## config.mk

```make
export PLATFORM = sky130hd
export DESIGN_NAME = timer_update_sched
export DESIGN_NICKNAME = d
export VERILOG_FILES = /design/src/rtl/timer_update_sched.sv
export SDC_FILE = /design/constraint.sdc
export NUM_CORES = 1
export LEC_CHECK = 0
export BUFFER_PORTS_ARGS = -buffer_cell sky130_fd_sc_hd__buf_2
export CAP_MARGIN = 20
export CORE_MARGIN = 1.5
export CORE_UTILIZATION = 30
export DETAILED_ROUTE_END_ITERATION = 16
export GPL_TIMING_DRIVEN = 1
export PLACE_DENSITY_LB_ADDON = 0.08
export SLEW_MARGIN = 25
export SYNTH_ARGS = -nofsm -noshare
export SYNTH_HDL_FRONTEND = slang
export SYNTH_SLANG_ARGS = --single-unit
export TNS_END_PERCENT = 1
```

## constraint.sdc

```tcl
create_clock -name clk_i -period 3.4 [get_ports clk_i]
set_input_delay 0 -clock clk_i [delete_from_list [all_inputs] [get_ports clk_i]]
set_output_delay 0 -clock clk_i [all_outputs]
set_load 0.03 [all_outputs]
```

## src/rtl/timer_update_sched.sv

```systemverilog
// Command sequencer for one advanced-timer instance: orders rst/update/start/stop pulses
// and holds count-end/compare values back until the timer's next count-end for synchronous updates.
module timer_update_sched #(
    parameter int NUM_BITS = 16,
    parameter int TO_W     = 16
) (
    input  logic                clk_i,
    input  logic                rstn_i,
    input  logic                req_valid_i,
    output logic                req_ready_o,
    input  logic [1:0]          req_op_i,
    input  logic [NUM_BITS-1:0] req_cnt_end_i,
    input  logic [NUM_BITS-1:0] req_comp_ch0_i,
    input  logic [NUM_BITS-1:0] req_comp_ch1_i,
    input  logic [NUM_BITS-1:0] req_comp_ch2_i,
    input  logic [NUM_BITS-1:0] req_comp_ch3_i,
    input  logic                req_abort_i,
    input  logic [TO_W-1:0]     cfg_timeout_i,
    input  logic                cnt_end_i,
    output logic                cfg_rst_o,
    output logic                cfg_update_o,
    output logic                cfg_start_o,
    output logic                cfg_stop_o,
    output logic [NUM_BITS-1:0] cfg_cnt_end_o,
    output logic [NUM_BITS-1:0] cfg_comp_ch0_o,
    output logic [NUM_BITS-1:0] cfg_comp_ch1_o,
    output logic [NUM_BITS-1:0] cfg_comp_ch2_o,
    output logic [NUM_BITS-1:0] cfg_comp_ch3_o,
    output logic                running_o,
    output logic                busy_o,
    output logic                done_o,
    output logic                timeout_o
);

    localparam logic [1:0] OP_START = 2'd0;
    localparam logic [1:0] OP_STOP  = 2'd1;
    localparam logic [1:0] OP_SYNC  = 2'd2;
    localparam logic [1:0] OP_IMM   = 2'd3;

    localparam logic [TO_W-1:0] TO_ONE = {{(TO_W-1){1'b0}}, 1'b1};
    localparam logic [TO_W-1:0] TO_MAX = {TO_W{1'b1}};

    typedef enum logic [2:0] {
        IDLE     = 3'd0,
        ST_RST   = 3'd1,
        ST_UPD   = 3'd2,
        ST_GO    = 3'd3,
        WAIT_END = 3'd4,
        APPLY    = 3'd5
    } state_t;

    state_t state_r, next_state_s;

    logic                req_ready_r, busy_r, running_r;
    logic                rst_p_r, upd_p_r, start_p_r, stop_p_r, done_p_r, to_p_r;
    logic                rst_p_s, upd_p_s, start_p_s, stop_p_s, done_p_s, to_p_s;
    logic                running_next_s, load_req_s, load_sh_s, to_clr_s;
    logic                accept_s, to_hit_s;
    logic [TO_W-1:0]     to_cnt_r;

    logic [NUM_BITS-1:0] sh_cnt_end_r, sh_comp0_r, sh_comp1_r, sh_comp2_r, sh_comp3_r;
    logic [NUM_BITS-1:0] cfg_cnt_end_r, cfg_comp0_r, cfg_comp1_r, cfg_comp2_r, cfg_comp3_r;

    assign accept_s = req_valid_i && req_ready_r;
    // Timeout fires in the last WAIT_END cycle of the programmed window; zero disables it.
    assign to_hit_s = (cfg_timeout_i != {TO_W{1'b0}}) && (to_cnt_r == (cfg_timeout_i - TO_ONE));

    // Next-state and next-cycle pulse decode; every output is the registered image of these.
    always_comb begin
        next_state_s   = state_r;
        rst_p_s        = 1'b0;
        upd_p_s        = 1'b0;
        start_p_s      = 1'b0;
        stop_p_s       = 1'b0;
        done_p_s       = 1'b0;
        to_p_s         = 1'b0;
        running_next_s = running_r;
        load_req_s     = 1'b0;
        load_sh_s      = 1'b0;
        to_clr_s       = 1'b0;
        case (state_r)
            IDLE: begin
                if (accept_s) begin
                    case (req_op_i)
                        OP_START: begin
                            next_state_s = ST_RST;
                            rst_p_s      = 1'b1;
                            load_req_s   = 1'b1;
                        end
                        OP_STOP: begin
                            next_state_s   = IDLE;
                            stop_p_s       = 1'b1;
                            done_p_s       = 1'b1;
                            running_next_s = 1'b0;
                        end
                        OP_SYNC: begin
                            if (running_r) begin
                                next_state_s = WAIT_END;
                                to_clr_s     = 1'b1;
                            end else begin
                                next_state_s = IDLE;
                                upd_p_s      = 1'b1;
                                done_p_s     = 1'b1;
                                load_req_s   = 1'b1;
                            end
                        end
                        OP_IMM: begin
                            next_state_s = IDLE;
                            upd_p_s      = 1'b1;
                            done_p_s     = 1'b1;
                            load_req_s   = 1'b1;
                        end
                        default: begin
                            next_state_s = IDLE;
                        end
                    endcase
                end else begin
                    next_state_s = IDLE;
                end
            end
            ST_RST: begin
                next_state_s = ST_UPD;
                upd_p_s      = 1'b1;
            end
            ST_UPD: begin
                next_state_s   = ST_GO;
                start_p_s      = 1'b1;
                done_p_s       = 1'b1;
                running_next_s = 1'b1;
            end
            ST_GO: begin
                next_state_s = IDLE;
            end
            WAIT_END: begin
                if (req_abort_i) begin
                    next_state_s = IDLE;
                    done_p_s     = 1'b1;
                end else if (cnt_end_i) begin
                    next_state_s = APPLY;
                    upd_p_s      = 1'b1;
                    done_p_s     = 1'b1;
                    load_sh_s    = 1'b1;
                end else if (to_hit_s) begin
                    next_state_s = APPLY;
                    upd_p_s      = 1'b1;
                    done_p_s     = 1'b1;
                    to_p_s       = 1'b1;
                    load_sh_s    = 1'b1;
                end else begin
                    next_state_s = WAIT_END;
                end
            end
            APPLY: begin
                next_state_s = IDLE;
            end
            default: begin
                next_state_s = IDLE;
            end
        endcase
    end

    // State register plus registered status and pulse outputs.
    always_ff @(posedge clk_i or negedge rstn_i) begin
        if (!rstn_i) begin
            state_r     <= IDLE;
            req_ready_r <= 1'b0;
            busy_r      <= 1'b0;
            running_r   <= 1'b0;
            rst_p_r     <= 1'b0;
            upd_p_r     <= 1'b0;
            start_p_r   <= 1'b0;
            stop_p_r    <= 1'b0;
            done_p_r    <= 1'b0;
            to_p_r      <= 1'b0;
        end else begin
            state_r     <= next_state_s;
            req_ready_r <= (next_state_s == IDLE);
            busy_r      <= (next_state_s != IDLE);
            running_r   <= running_next_s;
            rst_p_r     <= rst_p_s;
            upd_p_r     <= upd_p_s;
            start_p_r   <= start_p_s;
            stop_p_r    <= stop_p_s;
            done_p_r    <= done_p_s;
            to_p_r      <= to_p_s;
        end
    end

    // Saturating WAIT_END cycle counter, cleared when a synchronous update starts waiting.
    always_ff @(posedge clk_i or negedge rstn_i) begin
        if (!rstn_i) begin
            to_cnt_r <= {TO_W{1'b0}};
        end else if (to_clr_s) begin
            to_cnt_r <= {TO_W{1'b0}};
        end else if ((state_r == WAIT_END) && (to_cnt_r != TO_MAX)) begin
            to_cnt_r <= to_cnt_r + TO_ONE;
        end else begin
            to_cnt_r <= to_cnt_r;
        end
    end

    // Shadow copy of the request payload, captured on every accept.
    always_ff @(posedge clk_i or negedge rstn_i) begin
        if (!rstn_i) begin
            sh_cnt_end_r <= {NUM_BITS{1'b0}};
            sh_comp0_r   <= {NUM_BITS{1'b0}};
            sh_comp1_r   <= {NUM_BITS{1'b0}};
            sh_comp2_r   <= {NUM_BITS{1'b0}};
            sh_comp3_r   <= {NUM_BITS{1'b0}};
        end else if (accept_s) begin
            sh_cnt_end_r <= req_cnt_end_i;
            sh_comp0_r   <= req_comp_ch0_i;
            sh_comp1_r   <= req_comp_ch1_i;
            sh_comp2_r   <= req_comp_ch2_i;
            sh_comp3_r   <= req_comp_ch3_i;
        end else begin
            sh_cnt_end_r <= sh_cnt_end_r;
            sh_comp0_r   <= sh_comp0_r;
            sh_comp1_r   <= sh_comp1_r;
            sh_comp2_r   <= sh_comp2_r;
            sh_comp3_r   <= sh_comp3_r;
        end
    end

    // Applied timer configuration: immediate loads take the request, deferred loads take the shadow.
    always_ff @(posedge clk_i or negedge rstn_i) begin
        if (!rstn_i) begin
            cfg_cnt_end_r <= {NUM_BITS{1'b0}};
            cfg_comp0_r   <= {NUM_BITS{1'b0}};
            cfg_comp1_r   <= {NUM_BITS{1'b0}};
            cfg_comp2_r   <= {NUM_BITS{1'b0}};
            cfg_comp3_r   <= {NUM_BITS{1'b0}};
        end else if (load_req_s) begin
            cfg_cnt_end_r <= req_cnt_end_i;
            cfg_comp0_r   <= req_comp_ch0_i;
            cfg_comp1_r   <= req_comp_ch1_i;
            cfg_comp2_r   <= req_comp_ch2_i;
            cfg_comp3_r   <= req_comp_ch3_i;
        end else if (load_sh_s) begin
            cfg_cnt_end_r <= sh_cnt_end_r;
            cfg_comp0_r   <= sh_comp0_r;
            cfg_comp1_r   <= sh_comp1_r;
            cfg_comp2_r   <= sh_comp2_r;
            cfg_comp3_r   <= sh_comp3_r;
        end else begin
            cfg_cnt_end_r <= cfg_cnt_end_r;
            cfg_comp0_r   <= cfg_comp0_r;
            cfg_comp1_r   <= cfg_comp1_r;
            cfg_comp2_r   <= cfg_comp2_r;
            cfg_comp3_r   <= cfg_comp3_r;
        end
    end

    assign req_ready_o    = req_ready_r;
    assign busy_o         = busy_r;
    assign running_o      = running_r;
    assign cfg_rst_o      = rst_p_r;
    assign cfg_update_o   = upd_p_r;
    assign cfg_start_o    = start_p_r;
    assign cfg_stop_o     = stop_p_r;
    assign done_o         = done_p_r;
    assign timeout_o      = to_p_r;
    assign cfg_cnt_end_o  = cfg_cnt_end_r;
    assign cfg_comp_ch0_o = cfg_comp0_r;
    assign cfg_comp_ch1_o = cfg_comp1_r;
    assign cfg_comp_ch2_o = cfg_comp2_r;
    assign cfg_comp_ch3_o = cfg_comp3_r;

endmodule

```

# --- Yosys cells after proc, flatten, opt, wreduce, memory -nomap -nowiden ---
# Index checks and enable logic that the tools add are counted.
word_totals:
  regBits: 188
  input_bits: 103
  elab_cells: 98
op_classes:
  add_sub_neg: 2
  eq_ne: 10
  n_mux: 51
  reduce_logical: 14
op_table:
  columns: ["op", "count"]
  rows:
  - ["two-way mux 16 bit", 12]
  - ["two-way mux 1 bit", 28]
  - ["adder 16 x 1 -> 16 bit, second input constant", 1]
  - ["== test 16 bit", 1]
  - ["!= test 16 bit, second input constant", 1]
  - ["nonzero test 16 bit", 1]
  - ["subtractor 16 x 1 -> 16 bit, second input constant", 1]
  - ["case mux 3 bit (4 select lines)", 1]
  - ["two-way mux 3 bit", 3]
  - ["case mux 3 bit (3 select lines)", 1]
  - ["case mux 1 bit (2 select lines)", 4]
  - ["zero test 3 bit", 2]
  - ["case mux 1 bit (3 select lines)", 2]
  - ["nonzero test 2 bit", 3]
  - ["== test 2 bit, second input constant", 2]
  - ["OR reduction 2 bit", 2]
  - ["== test 3 x 1 -> 1 bit, second input constant", 1]
  - ["== test 3 x 2 -> 1 bit, second input constant", 1]
  - ["== test 3 bit, second input constant", 1]
  - ["logical AND 1 bit", 3]
  - ["AND reduction 3 bit", 1]
  - ["nonzero test 3 bit", 1]
  - ["== test 2 x 1 -> 1 bit, second input constant", 1]
  - ["zero test 2 bit", 1]
  - ["2 further kinds", 2]

# --- Longest topological paths before layout ---
# Gate-level depths: netlist of run 1.
depth:
  depth_word: 9
  ltp_mapped: 13
  mapped_depth_nobuf: 10

# --- Worst setup path after synthesis of run 1 ---
# Ideal clock, no wire load.
synth_timing:
  path_type: "flip-flop to flip-flop"
  start: "register to_cnt_r[2]"
  end: "register cfg_cnt_end_r[0] (netlist: cfg_cnt_end_o[0])"
  setup_ns: 0.067
  t_arrival_ns: 2.550
  required_ns: 3.333
  setup_slack_ns: 0.782
  path_stages_with_launch: 12
  path_cell_list: "dfrtp_1 > buf_2 > nor2b_1 > or3_1 > a31oi_1 > nand4_1 > or3_1 > o41a_1 > o21bai_1 > buf_6 > buf_6 > o221a_1"
synth_via:
  elab_chain_cells: 7
synth_lines:
  columns: ["element", "line_no", "text"]
  rows:
  - ["start: declaration", "59", "logic [TO_W-1:0] to_cnt_r;"]
  - ["start signal: assignment", "192", "to_cnt_r <= {TO_W{1'b0}};"]
  - ["start signal: assignment", "194", "to_cnt_r <= {TO_W{1'b0}};"]
  - ["start signal: assignment", "196", "to_cnt_r <= to_cnt_r + TO_ONE;"]
  - ["== test 16 bit", "66", "assign to_hit_s = (cfg_timeout_i != {TO_W{1'b0}}) && (to_cnt_r == (cfg_timeout_i - TO_ONE));"]
  - ["logical AND 1 bit", "66", null]
  - ["two-way mux 1 bit", "143", "end else if (to_hit_s) begin"]
  - ["two-way mux 1 bit", "138", "end else if (cnt_end_i) begin"]
  - ["two-way mux 1 bit", "135", "if (req_abort_i) begin"]
  - ["two-way mux 1 bit", "81", "case (state_r)"]
  - ["nonzero test 2 bit (no source line)", null, null]
  - ["end signal: assignment", "228", "cfg_cnt_end_r <= {NUM_BITS{1'b0}};"]
  - ["end signal: assignment", "234", "cfg_cnt_end_r <= req_cnt_end_i;"]
  - ["end signal: assignment", "240", "cfg_cnt_end_r <= sh_cnt_end_r;"]
  - ["end: declaration", "62", "logic [NUM_BITS-1:0] cfg_cnt_end_r, cfg_comp0_r, cfg_comp1_r, cfg_comp2_r, cfg_comp3_r;"]
# Every way passes these cells.
# A chain may end at the register's enable or synchronous reset.

# --- Final worst setup path of run 1 ---
layout_timing:
  start: "register to_cnt_r[2]"
  end: "register cfg_comp1_r[7] (netlist: cfg_comp_ch1_o[7])"
layout_via:
  elab_chain_cells: 7
layout_lines:
  columns: ["element", "line_no", "text"]
  rows:
  - ["== test 16 bit", "66", null]
  - ["logical AND 1 bit", "66", null]
  - ["two-way mux 1 bit", "143", null]
  - ["two-way mux 1 bit", "138", null]
  - ["two-way mux 1 bit", "135", null]
  - ["two-way mux 1 bit", "81", null]
  - ["nonzero test 2 bit (no source line)", null, null]
  - ["end signal: assignment", "230", "cfg_comp1_r <= {NUM_BITS{1'b0}};"]
  - ["end signal: assignment", "236", "cfg_comp1_r <= req_comp_ch1_i;"]
  - ["end signal: assignment", "242", "cfg_comp1_r <= sh_comp1_r;"]
  - ["end: declaration", "62", null]
# Every way passes these cells.

==> impl_metrics.env, run 1 <==
export IMPL_synth_net_count=766
export IMPL_synth_yosys_seq_area_share_pct=55.9
export IMPL_initial_core_utilization_pct=30.4
export IMPL_yosys_area_share_adder_pct=1.04
export IMPL_worst_path_max_fanout=80
export IMPL_grt_util_all_layers_pct=15.6
export IMPL_finalWirelength_mm=22.5
export IMPL_post_synth_top_area_fraction_pct=55.9
export IMPL_drv_slew=0
export IMPL_post_route_cells_drive_above_1_share_pct=34.4
export IMPL_routed_via_density=4.79
export IMPL_data_arrival_critical_path_ns=3.40
export IMPL_timing_max_cap_violations=0
export IMPL_synth_seq_cells=188
export IMPL_combinational_family_with_the_most_area_after_synthesis="compound AO/OA/AOI/OAI gates"
export IMPL_floorplan_core_area_um2=27700
export IMPL_dp_final_hpwl_mm=14.3
export IMPL_simple_logic_cell_fraction_of_the_synthesized_area_pct=12.6
export IMPL_synth_area_mux_share_pct=10.8
export IMPL_num_io_pins=192
export IMPL_worst_setup_path_startpoint="to_cnt_r[2]"
export IMPL_required_ns=3.76
export IMPL_h_tree_depth=4
export IMPL_rsz0062_at_grt="false"
export IMPL_maximum_number_of_pins_on_one_net_before_global_route_repair=88
export IMPL_setup_worst_path_class="flip-flop to flip-flop"
export IMPL_antenna_found_initial=0
export IMPL_synth_warning_count=0
export IMPL_cp_launch_type="flip-flop"
export IMPL_post_place_ws_ns=0.367
export IMPL_final_area_um2=11200
export IMPL_fmax_mhz=329
export IMPL_fin_crit_sh_pct=89.3
export IMPL_power_density_nw_per_um2=865
export IMPL_number_of_buffers_inserted_during_clock_tree_synthesis=17
export IMPL_power_leakage_nw=4.75
export IMPL_dr_pass1_iters=4
export IMPL_ctsRootBufferMaster="clkbuf_16"
export IMPL_wl_per_cell_um=17.2
export IMPL_first_global_vias=6689
export IMPL_place_congestion=0.791
export IMPL_endpoint_kind="flip-flop"
export IMPL_holdCritPathClass="primary input to flip-flop"
export IMPL_post_cts_repair_setup_buffers=0
export IMPL_setup_slack_ns=0.363
export IMPL_floorplan_die_width_um=171
export IMPL_drtIter0Drc=288
export IMPL_maxSlewHeadroom_pct=51.0
export IMPL_clkSlewWorstSetupHoldPaths_ns=0.07
export IMPL_setup_reg_to_reg_worst_slack_ns=0.36
export IMPL_final_nets=1033
export IMPL_synth_compound_area_share_pct=13.5
export IMPL_synth_top_cells_by_area="dfrtp_1 (56%), mux2_2 (11%), o221a_1 (11%)"
export IMPL_cts_tree="built"
export IMPL_via_count_of_the_routed_design=6289
export IMPL_ir_worst_vdd_mv=0.427
export IMPL_cts_buffer_depth=2
export IMPL_netlist_area_um2=8420
export IMPL_setup_violations_final=0
export IMPL_finalCriticalPeriod_ns=3.04
export IMPL_synth_area_leader_cell="dfrtp_1"
export IMPL_final_setup_skew_ns=0.0180
export IMPL_floorplan_rows=61
export IMPL_numPortBuffers=191
export IMPL_finalHoldWorstSlack_ns=0.0887
export IMPL_endpoints_failing_hold=0
export IMPL_synthXorXnorAreaFrac_pct=3.02
export IMPL_synthesis_instances=656
export IMPL_totalNegativeSetupSlack_ns=0
export IMPL_design_die_area_um2=29100
export IMPL_status="finished, final reports clean"
export IMPL_netlist_cell_type_count=44
export IMPL_drc=0
export IMPL_post_synthesis_average_cell_area_um2=12.8
export IMPL_global_route_overflow_total=0
export IMPL_clock_sinks=188
export IMPL_area_after_dpl_um2=9800
export IMPL_timing_worst_slew_pin_value_ns=0.735
export IMPL_antenna_left=0
export IMPL_die_height_um=171
export IMPL_grt_pass1_wl_mm=35.5
export IMPL_regToRegEndpoint="cfg_comp_ch1_o[7]"
export IMPL_worst_r2r_path_depth=9
export IMPL_insertion_delay_ns=0.43
export IMPL_critical_path_endpoint="cfg_comp_ch1_o[7]"
export IMPL_power_mw=9.70
export IMPL_worst_r2r_startpoint="to_cnt_r[2]"
export IMPL_areaGrowthSynthToFinish_pct=33.2
export IMPL_antenna_diode_count=0
cells by family after synthesis:
family / Yosys count
compound gates: 117
xor+xnor: 29
fa+ha+maj: 7
buf+inv: 50
flops: 188
mux: 81
simple gates: 184
critical path, cell delays in order, from the launching register on:
cell and delay, ns:
dfrtp_1 0.47, nor2b_1 0.17, or3_1 0.33, a31oi_1 0.17
nand4_1 0.10, or3_1 0.39, o41a_1 0.48, o21bai_4 0.15
buf_12 0.38, o221a_1 0.28
final cells by class:
class	count	area [um2]
clock buffers	19	443
inverters	11	41.3
multi-input cells	418	3480
repair buffers	287	1950
fillers	2649	16500
clock inverters	13	126
well taps	378	473
flip-flops and latches	188	4700
report_power, final:
group | total (mW) | switching, mW | internal (mW) | leakage (nW)
Combinational | 3.67 | 2.10 | 1.56 | 2.28
Sequential | 4.10 | 0.740 | 3.36 | 2.20
Clock | 1.94 | 0.947 | 0.989 | 0.273
registers in the layout (all words and copies together), names as in the netlist:
| name | count |
|---|---|
| running_o | 1 |
| sh_comp2_r | 16 |
| cfg_start_o | 1 |
| done_o | 1 |
| state_r | 3 |
| cfg_comp_ch0_o | 16 |
| req_ready_o | 1 |
| cfg_comp_ch2_o | 16 |
| cfg_stop_o | 1 |
| busy_o | 1 |
| timeout_o | 1 |
| sh_cnt_end_r | 16 |
| sh_comp0_r | 16 |
| sh_comp3_r | 16 |
| cfg_comp_ch3_o | 16 |
| cfg_update_o | 1 |
| cfg_cnt_end_o | 16 |
| cfg_comp_ch1_o | 16 |
| to_cnt_r | 16 |
| sh_comp1_r | 16 |
| cfg_rst_o | 1 |
per-layer routing:
layer	share of wire (%)	vias up	GRT usage, %
met4	1.2	0	4.58
li1	-	2945	-
met1	46	3183	19.8
met2	49	142	26.4
met5	0	-	0
met3	4.6	19	3.84
through the flow:
step / std cells / util (%)
final: 1314 / 40.5
after global routing: 1314 / 40.5
after CTS: 1314 / 40.5
after detailed placement: 1198 / 35.4
after global placement: 1198 / 35.4
after floorplan: 656 / -
worst min-delay path by stage:
stage          slack, ns            endpoint  cells after the start         from
2_1_floorplan      -0.30              busy_o                      0       rstn_i
3_3_place_gp        0.12  cfg_comp_ch2_o[12]                      1       rstn_i
3_5_place_dp        0.12   cfg_comp_ch1_o[0]                      1       rstn_i
4_1_cts             0.07          cfg_stop_o                      4  req_op_i[0]
5_1_grt             0.09          cfg_stop_o                      4  req_op_i[0]
6_report            0.09          cfg_stop_o                      4  req_op_i[0]
layout by cell type, fill, tap and decap left out, drive strengths merged, types with 5 or more instances in the layout:
master,Yosys,final
buf,19,202
dfrtp,188,188
dlygate4sd3,0,84
nand2b,81,81
mux2,80,80
o221a,80,80
nor2,24,24
nand2,21,21
clkbuf,20,20
inv,11,16
xnor2,15,15
xor2,14,14
o21ai,14,14
nand3,10,10
ha,7,7
a21oi,6,6
nor2b,6,6
nand4,6,6
and4,6,6
and3,6,6
clkinv,0,6
nor3,5,5
or3,5,5
nor4,5,5
Yosys cell counts:
library cell and n:
ha_1 7, xor2_1 14, o22ai_1 1, a311oi_1 1, and3b_1 1, nand2_1 21, or2_2 1, o21ai_0 13
o41a_1 1, nor3b_1 2, o311ai_0 1, o221a_1 80, buf_4 1, a31oi_1 4, nand4_1 6, clkbuf_1 20
nand3b_1 3, inv_1 11, buf_6 9, and3_1 6, o21bai_1 1, o32ai_1 1, nor3_1 5, a31o_2 2
nor4_4 1, nand2b_1 81, o31ai_1 2, nand3_1 10, a21oi_1 6, nor2b_1 6, nor2_1 24, and4_1 6
and2_1 2, mux2i_1 1, a41oi_1 1, or3_1 5, nor4_1 4, buf_2 9, o211ai_1 1, dfrtp_1 188
o21ai_1 1, xnor2_1 15, mux2_2 80, a21o_1 1
repair_timing:
item	in CTS	in global routing
endpoints found under the hold margin	248	0
gates resized for setup	0	0
hold buffers	84	0
No activity file was read; power rests on OpenSTA's default activity.
==> run 2, diff against run 1 <==
--- a/config.mk
+++ b/config.mk
@@ -5,6 +5,7 @@
 export SDC_FILE = /design/constraint.sdc
 export NUM_CORES = 1
 export LEC_CHECK = 0
+export ABC_AREA = 1
 export BUFFER_PORTS_ARGS = -buffer_cell sky130_fd_sc_hd__buf_2
 export CAP_MARGIN = 20
 export CORE_MARGIN = 1.5
==> run 2 against run 1 <==
  * Fmax grew 28%
  * Cell count grew 40%
  * Wire length grew 11%
  * Count of clock-buffer cells in the layout shrank 1
  * Clock skew shrank 0.0063 ns
  * Synthesized area grew 10%
  * Critical path type unchanged
  * Highest routed layer unchanged
==> impl_metrics.env, run 2 <==
export IMPL_grt_met2_usage_pct=24.5
export IMPL_endpoint_kind="flip-flop"
export IMPL_synth_cells_most_frequent="nand2_1 (412), dfrtp_1 (188), o21ai_0 (174)"
export IMPL_holdCritPathClass="primary input to flip-flop"
export IMPL_grt_most_used_layer="met2"
export IMPL_final_seq_area_um2=4700
export IMPL_cts_buffer_depth=2
export IMPL_async_set_reset_flop_share_out_of_synthesis_pct=100
export IMPL_drc=0
export IMPL_dr_pass1_iters=5
export IMPL_power_density_nw_per_um2=743
export IMPL_timing_hold_worst_start="req_op_i[1]"
export IMPL_fin_crit_sh_pct=69.9
export IMPL_synth_net_count=1301
export IMPL_synth_edff_count=0
export IMPL_grt_util_all_layers_pct=15.8
export IMPL_via_count_of_the_routed_design=8245
export IMPL_final_common_cell="nand2_1"
export IMPL_post_synth_top_count_cell="nand2_1"
export IMPL_cts_tree="built"
export IMPL_clkSlewWorstSetupHoldPaths_ns=0.07
export IMPL_insertion_delay_ns=0.44
export IMPL_number_of_buffers_inserted_during_clock_tree_synthesis=17
export IMPL_hold_path_endpoint="cfg_rst_o"
export IMPL_synth_top_cells_by_area="dfrtp_1 (51%), nand2_1 (17%), o21ai_0 (9.4%)"
export IMPL_place_congestion=0.783
export IMPL_final_setup_skew_ns=0.0117
export IMPL_post_cts_repair_setup_buffers=0
export IMPL_areaGrowthSynthToFinish_pct=29.2
export IMPL_timing_worst_slew_pin_value_ns=0.770
export IMPL_post_route_cells_drive_above_1_share_pct=18.2
export IMPL_rsz0062_at_grt="false"
export IMPL_setup_violations_final=0
export IMPL_design_die_area_um2=32000
export IMPL_finalWirelength_mm=25.1
export IMPL_final_nets=1545
export IMPL_synth_yosys_seq_area_share_pct=50.8
export IMPL_layout_core_utilization_pct=39.3
export IMPL_first_global_vias=7491
export IMPL_multi_input_comb_area_um2=3670
export IMPL_floorplan_core_area_um2=30500
export IMPL_area_after_dpl_um2=10500
export IMPL_data_arrival_critical_path_ns=2.75
export IMPL_worstHoldPathCells=5
export IMPL_worst_r2r_path_depth=16
export IMPL_numPortBuffers=191
export IMPL_h_tree_depth=4
export IMPL_synth_warning_count=0
export IMPL_setup_worst_path_class="flip-flop to flip-flop"
export IMPL_fmax_mhz=421
export IMPL_ctsRootBufferMaster="clkbuf_16"
export IMPL_floorplan_rows=64
export IMPL_cts_hold_buffers_added=85
export IMPL_num_io_pins=192
export IMPL_antenna_found_initial=2
export IMPL_grt_pass1_wl_mm=39.6
export IMPL_synth_area_leader_cell="dfrtp_1"
export IMPL_dp_final_hpwl_mm=15.9
export IMPL_regToRegEndpoint="cfg_comp_ch1_o[1]"
export IMPL_netlist_area_um2=9270
export IMPL_antenna_left=0
export IMPL_floorplan_die_width_um=179
export IMPL_worst_path_max_fanout=35
export IMPL_totalNegativeSetupSlack_ns=0
export IMPL_maximum_number_of_pins_on_one_net_before_global_route_repair=172
export IMPL_netlist_cell_type_count=30
export IMPL_routed_via_density=4.47
export IMPL_cts_resized=0
export IMPL_most_common_layout_cells="nand2_1 (410), buf_2 (190), dfrtp_1 (188)"
export IMPL_finalCriticalPeriod_ns=2.38
export IMPL_post_synthesis_average_cell_area_um2=7.78
export IMPL_setup_reg_to_reg_worst_slack_ns=1.02
export IMPL_post_synth_top_area_fraction_pct=50.8
export IMPL_initial_core_utilization_pct=30.4
export IMPL_endpoints_failing_hold=0
export IMPL_worst_setup_path_startpoint="to_cnt_r[0]"
export IMPL_cp_launch_type="flip-flop"
export IMPL_wl_per_cell_um=13.6
export IMPL_ir_worst_vdd_mv=0.345
export IMPL_yosys_most_used_dff="dfrtp_1"
export IMPL_clock_sinks=188
export IMPL_globalRouteMet3Util_pct=3.24
export IMPL_status="finished, final reports clean"
export IMPL_global_route_overflow_total=0
export IMPL_maxSlewHeadroom_pct=48.7
export IMPL_worst_r2r_startpoint="to_cnt_r[0]"
export IMPL_drtIter0Drc=433
export IMPL_synth_seq_cells=188
export IMPL_required_ns=3.77
export IMPL_fill_cells=3202
export IMPL_die_height_um=179
export IMPL_synthesis_instances=1191
export IMPL_power_leakage_nw=6.49
export IMPL_grt_use_met1_pct=22.4
export IMPL_drv_slew=0
export IMPL_final_area_um2=12000
export IMPL_timing_max_cap_violations=0
run 2: worst max path at each step:
stage,end,slack (ns),depth (start not counted)
final,cfg_comp_ch1_o[1],1.02,16
after global routing,cfg_comp_ch1_o[9],0.76,16
after CTS,cfg_comp_ch1_o[2],0.98,16
after detailed placement,cfg_comp_ch1_o[7],0.98,18
after global placement,cfg_comp_ch2_o[12],1.03,18
after floorplan,cfg_cnt_end_o[15],1.65,7
run 2: worst max-delay path, cell delays in order (launching register included):
cell	delay, ns
dfrtp_1	0.41
inv_1	0.13
nand2_1	0.06
nand2_1	0.06
nand2_1	0.06
nor2_1	0.14
nand3_1	0.13
nor2_1	0.11
nand2_1	0.07
nor2_2	0.10
nand3_2	0.08
nand2_2	0.09
nand2_4	0.07
nand2_4	0.38
buf_4	0.28
nand2_1	0.07
nand2_1	0.05
run 2: through the flow:
stage,std cells,hold WS [ns],power [mW],setup slack (ns)
floorplan,1191,-0.296,5.86,1.65
global placement,1727,0.127,6.83,1.03
detailed placement,1727,0.114,6.85,0.984
CTS,1843,0.0205,9.05,0.979
global route,1845,0.0639,9.61,0.764
finish,1845,0.0537,8.90,1.02
run 2: layout make-up:
cell class,instances,area share [%]
well taps,396,4.14
flip-flops and latches,188,39.3
clock buffers,18,3.58
multi-input cells,795,30.7
clock inverters,13,1.39
diodes,2,0.0418
repair buffers,286,16.3
inverters,147,4.61
run 2: layer usage:
layer,vias to the layer above,routed length (um),part of all wire (%)
met1,3827,12500,50
met2,165,11400,45
met4,0,295,1.2
met3,17,956,3.8
li1,4236,-,-
met5,-,0,0
run 2: cells by family after synthesis:
| logic type | count (synthesis) | synth area share [%] |
|---|---|---|
| buf+inv | 208 | 9.85 |
| simple gates | 583 | 26.8 |
| compound gates | 195 | 10.7 |
| flops | 188 | 50.8 |
| fa+ha+maj | 7 | 0.945 |
| xor+xnor | 10 | 0.945 |
run 2: where the power goes:
| group | total (mW) | leakage [nW] | internal [mW] | switching, mW |
|---|---|---|---|---|
| sequential | 3.62 | 2.39 | 3.12 | 0.498 |
| combinational | 3.20 | 3.82 | 1.09 | 2.10 |
| clock | 2.08 | 0.283 | 1.16 | 0.922 |
